$ cat config.mk
export PLATFORM = sky130hd
export DESIGN_NAME = bus_invert_decoder
export DESIGN_NICKNAME = d
export VERILOG_FILES = /design/src/rtl/bus_invert_decoder.sv
export SDC_FILE = /design/constraint.sdc
export NUM_CORES = 1
export LEC_CHECK = 0
export ABC_AREA = 1
export CAP_MARGIN = 15
export CORE_UTILIZATION = 52
export CTS_BUF_LIST = sky130_fd_sc_hd__clkbuf_8
export DETAILED_ROUTE_END_ITERATION = 12
export GPL_ROUTABILITY_DRIVEN = 0
export MAX_ROUTING_LAYER = met4
export PLACE_DENSITY_LB_ADDON = 0.15
export RECOVER_POWER = 100
export SLEW_MARGIN = 5
export SYNTH_ARGS = -nofsm -noshare
export SYNTH_HDL_FRONTEND = slang
export SYNTH_SLANG_ARGS = --single-unit
$ cat constraint.sdc
create_clock -name clk -period 1.5 [get_ports clk]
set_input_delay 0.3 -clock clk [delete_from_list [all_inputs] [get_ports clk]]
set_output_delay 0.3 -clock clk [all_outputs]
set_load 0.05 [all_outputs]
$ cat src/rtl/bus_invert_decoder.sv
// rtl/bus_invert_decoder.sv - bus-invert receive decoder with 2-entry output buffer
//
// Purpose: restores true data from bus-invert-coded words (data ^ {WIDTH{inv}})
// and delivers them through a 2-entry registered FIFO with valid/ready on both sides.
// Optional feature macro: BUS_INVERT_STATS_EN (adds inv_cnt port and counter).
//
// Ports:
//   clk        in   1      rising-edge clock
//   reset_n    in   1      asynchronous active-low reset
//   in_valid   in   1      upstream word present
//   in_ready   out  1      decoder accepts a word this cycle (registered)
//   in_data    in   WIDTH  coded data
//   in_inv     in   1      1 = in_data is inverted
//   out_valid  out  1      restored word available (registered)
//   out_ready  in   1      downstream accepts the word
//   out_data   out  WIDTH  restored data (head of buffer)
//   word_cnt   out  CNT_W  words delivered, wraps
//   inv_cnt    out  CNT_W  accepted words with in_inv=1 (BUS_INVERT_STATS_EN only)
module bus_invert_decoder #(
  parameter int WIDTH = 8,
  parameter int CNT_W = 16
) (
  input  logic             clk,
  input  logic             reset_n,
  input  logic             in_valid,
  output logic             in_ready,
  input  logic [WIDTH-1:0] in_data,
  input  logic             in_inv,
  output logic             out_valid,
  input  logic             out_ready,
  output logic [WIDTH-1:0] out_data,
  output logic [CNT_W-1:0] word_cnt
`ifdef BUS_INVERT_STATS_EN
  ,
  output logic [CNT_W-1:0] inv_cnt
`endif
);

  typedef enum logic [1:0] {
    ST_EMPTY = 2'd0,
    ST_ONE   = 2'd1,
    ST_FULL  = 2'd2
  } state_t;

  state_t           state_q;
  state_t           state_d;
  logic [WIDTH-1:0] restored;
  logic [WIDTH-1:0] tail_q;
  logic             push;
  logic             pop;
  logic             load_head_in;
  logic             load_head_tail;
  logic             load_tail;

  // One inverter node per bit.
  for (genvar gi = 0; gi < WIDTH; gi++) begin : g_restore
    assign restored[gi] = in_data[gi] ^ in_inv;
  end

  assign push = in_valid & in_ready;
  assign pop  = out_valid & out_ready;

  // out_data is the head register itself, so it is stable while stalled.
  always_comb begin
    state_d        = state_q;
    load_head_in   = 1'b0;
    load_head_tail = 1'b0;
    load_tail      = 1'b0;
    case (state_q)
      ST_EMPTY: begin
        if (push) begin
          state_d      = ST_ONE;
          load_head_in = 1'b1;
        end
      end
      ST_ONE: begin
        case ({push, pop})
          2'b10: begin
            state_d   = ST_FULL;
            load_tail = 1'b1;
          end
          2'b01: state_d = ST_EMPTY;
          // Head leaves and the incoming word replaces it directly.
          2'b11: load_head_in = 1'b1;
          default: state_d = ST_ONE;
        endcase
      end
      ST_FULL: begin
        // in_ready is 0 here, so push cannot occur.
        if (pop) begin
          state_d        = ST_ONE;
          load_head_tail = 1'b1;
        end
      end
      default: state_d = ST_EMPTY;
    endcase
  end

  always_ff @(posedge clk or negedge reset_n) begin
    if (!reset_n) begin
      state_q   <= ST_EMPTY;
      in_ready  <= 1'b1;
      out_valid <= 1'b0;
      out_data  <= '0;
      tail_q    <= '0;
      word_cnt  <= '0;
    end else begin
      state_q   <= state_d;
      // Handshake flags are registered copies of the next-state decode.
      in_ready  <= (state_d != ST_FULL);
      out_valid <= (state_d != ST_EMPTY);
      if (load_head_in) begin
        out_data <= restored;
      end else if (load_head_tail) begin
        out_data <= tail_q;
      end
      if (load_tail) begin
        tail_q <= restored;
      end
      if (pop) begin
        word_cnt <= word_cnt + CNT_W'(1);
      end
    end
  end

`ifdef BUS_INVERT_STATS_EN
  always_ff @(posedge clk or negedge reset_n) begin
    if (!reset_n) begin
      inv_cnt <= '0;
    end else if (push && in_inv) begin
      inv_cnt <= inv_cnt + CNT_W'(1);
    end
  end
`endif

endmodule

==> metrics.cfg <==
[status]
status = finished, final reports clean

[cts]
clk_pin_slew_worst_paths_ns = 0.07
root_buffer = clkbuf_8
clock_latency_ns = 0.29
cts_buffer_depth = 2
hold_buffers = 0
cts_buffers = 5
cts_htree_levels = 2
clock_sinks = 36
cts_tree = done

[yosys]
ys_async_sr_fraction_pct = 100
synth_nets = 224
synth_area_leaders = dfrtp_1 49%, nand2_1 14%, nand3_1 5.3%
syn_inst = 210
yosysSeqAreaShare_pct = 50.3
yosys.area.top_type = dfrtp_1
synth_area_mm2 = 0.00179
synth-main-ff-cell = dfrtp_1
avgSynthCellArea_um2 = 8.54
synth.top_cell.area_share_pct = 48.8
synth-edff-count = 0
synth.distinct_cells = 25
ys_warn_count = 0
synth_seq_cells = 36

[setup_path]
path_class = flip-flop to flip-flop
worstPathMaxFanout = 7
worstPathArrival_ns = 1.65
critPathLaunchType = flip-flop
cp-end-kind = flip-flop
critPathRequiredTime_ns = 1.73

[power_and_ir_drop]
vdd_drop_max_mv = 1.20
combPwrFrac_pct = 47.8
power_density_mw_per_mm2 = 1840
power_frac_seq_pct = 36.7
p_sw_share_pct = 46.5
p_clk_share_pct = 15.5
p_leak_nw = 1.20
switchingPower_mw = 2.00
intPower_mw = 2.30

[place]
dp_cells = 308
dpl.hpwl_mm = 3.35
port_buffers = 38
place_ws_ns = -0.175

[routing]
post_drt_wl_per_cell_um = 14.5
drt_iter0_drc = 96
num_vias = 1665
drc = 0
ant_nets = 0
dr.pass1.iters = 4
routed_wl_mm = 4.61
avgViaCountPerCell = 5.24

[sta]
max_freq_mhz = 702
min_period_ns = 1.42
hold_viol = 0
setup_viol = 0
tns_ns = 0
setup_slack_ns = 0.0752
tightest_slew_ns = 0.511
slew_viol_final = 0
timing.final.crit_share_pct = 95.0
rsz0062_at_grt = yes
relSlewSlack_pct = 65.9
clock_skew_ns = 0.00545

[die]
die_w_um = 60.7
initial_core_util_pct = 56.9
core_mm2 = 0.00315
ios = 39
std_cell_rows = 20
die_h_um = 60.7
dieArea_mm2 = 0.00369

[grt]
grt_pass1_vias = 1671
grt_max_degree = 20
grt_pass1_wl_mm = 7.56
antenna_found_initial = 0
gr-usage-all-layers_pct = 29.8
grt_overflow = 0

[layout]
diodes = 0
nets = 287
final_util_pct = 74.3
syn2layout_area_growth_pct = 30.7
final_cell_mix = 66 x nand2_1, 33 x dfrtp_1, 27 x inv_1, 23 x clkbuf_2, 19 x nand3_1
drive_gt1_share_pct = 24.5
final_cell_count_no_fill = 318
mostFrequentLayoutCell = nand2_1

[min_path]
hold_path_class = primary input to async pin

[flow_run]
cap_violations = 0

-- power groups by stage --
stage	clock network [mW]	logic [mW]	registers, mW
final	0.666	2.06	1.58
after global routing	0.707	2.21	1.61
after CTS	0.660	2.52	1.68
after detailed placement	0	2.49	1.69
after global placement	0	2.41	1.67
after floorplan	0	0.697	2.23
-- timing repair --
| action | 4_1_cts | 5_1_grt |
|---|---|---|
| setup buffers | 0 | 2 |
| endpoints found under the setup margin | 0 | 5 |
| gates resized for setup | 0 | 2 |
| endpoints found under the hold margin | 0 | 0 |
-- per-layer routing --
metal	wire (um)	GRT usage [%]	vias to the layer above	part of all wire, %
met5	0	-	-	0
met4	161	13.6	0	3.5
met3	276	6.18	16	6.0
met2	2390	50.7	75	52
met1	1780	33.7	793	39
li1	-	-	781	-
-- stage by stage --
| step | hold WS, ns | instance area (um^2) | total power [mW] |
|---|---|---|---|
| after global routing | 0.262 | 2340 | 4.53 |
| after detailed placement | 0.461 | 2610 | 4.19 |
| final | 0.259 | 2340 | 4.30 |
| after floorplan | 0.00441 | 1800 | 2.93 |
| after CTS | 0.227 | 2690 | 4.86 |
| after global placement | 0.456 | 2610 | 4.09 |
-- worst paths after layout --
kind | endpoint | slack, ns | start | cells after the start
min reg2reg | tail_q[6]$_DFFE_PN0P_ | 0.49 | tail_q[6]$_DFFE_PN0P_ | 2
max reg2reg | tail_q[4]$_DFFE_PN0P_ | 0.08 | in_ready$_DFF_PN1_ | 6
max in group asynchronous | tail_q[4]$_DFFE_PN0P_ | 0.56 | reset_n | 2
max | tail_q[4]$_DFFE_PN0P_ | 0.08 | in_ready$_DFF_PN1_ | 6
min | word_cnt[0]$_DFFE_PN0N_ | 0.26 | reset_n | 1
min in group clk | tail_q[6]$_DFFE_PN0P_ | 0.49 | tail_q[6]$_DFFE_PN0P_ | 2
-- cell usage after synthesis (2+ instances only) --
library cell / count
nand2_4: 2
xor2_1: 6
nand4_1: 2
nor2_1: 15
o21bai_1: 4
inv_1: 25
or2_2: 3
xnor2_1: 10
nand3_1: 19
nand2_1: 65
buf_6: 3
nand2_2: 2
o21ai_0: 3
dfrtp_1: 35
o21ai_2: 3
o211ai_1: 2
nor2_2: 3
-- cell families (layout without fill, tap and decap cells) --
logic type | count (synthesis) | in the layout | synth area share (%)
adders and majority gates | 1 | 1 | 0.698
xor gates and xnor gates | 16 | 16 | 7.82
AOI/OAI and AO/OA | 15 | 15 | 5.79
DFF | 36 | 36 | 50.3
and+or+nand+nor | 112 | 112 | 27.7
buffers and inverters | 30 | 94 | 7.68
-- worst max-delay path, cell delays in order, from the launching register on --
cell	delay, ns
dfstp_2	0.56
nand2_1	0.07
buf_4	0.14
nor3_4	0.29
buf_4	0.19
nand2_1	0.04
nand2_1	0.07
-- final cells by class --
class                   instances  area [um^2]
flip-flops and latches         36          905
clock inverters                 3         12.5
multi-input cells             144          748
inverters                      27          104
clock buffers                   5         68.8
well taps                      44         55.1
fillers                       221          810
repair buffers                 59          450
-- state kept, by name, indices dropped and copies added (netlist names) --
signal	flops
word_cnt	16
out_data	8
tail_q	8
state_q	2
in_ready	1
out_valid	1
Power figures use the tool's default switching activity.
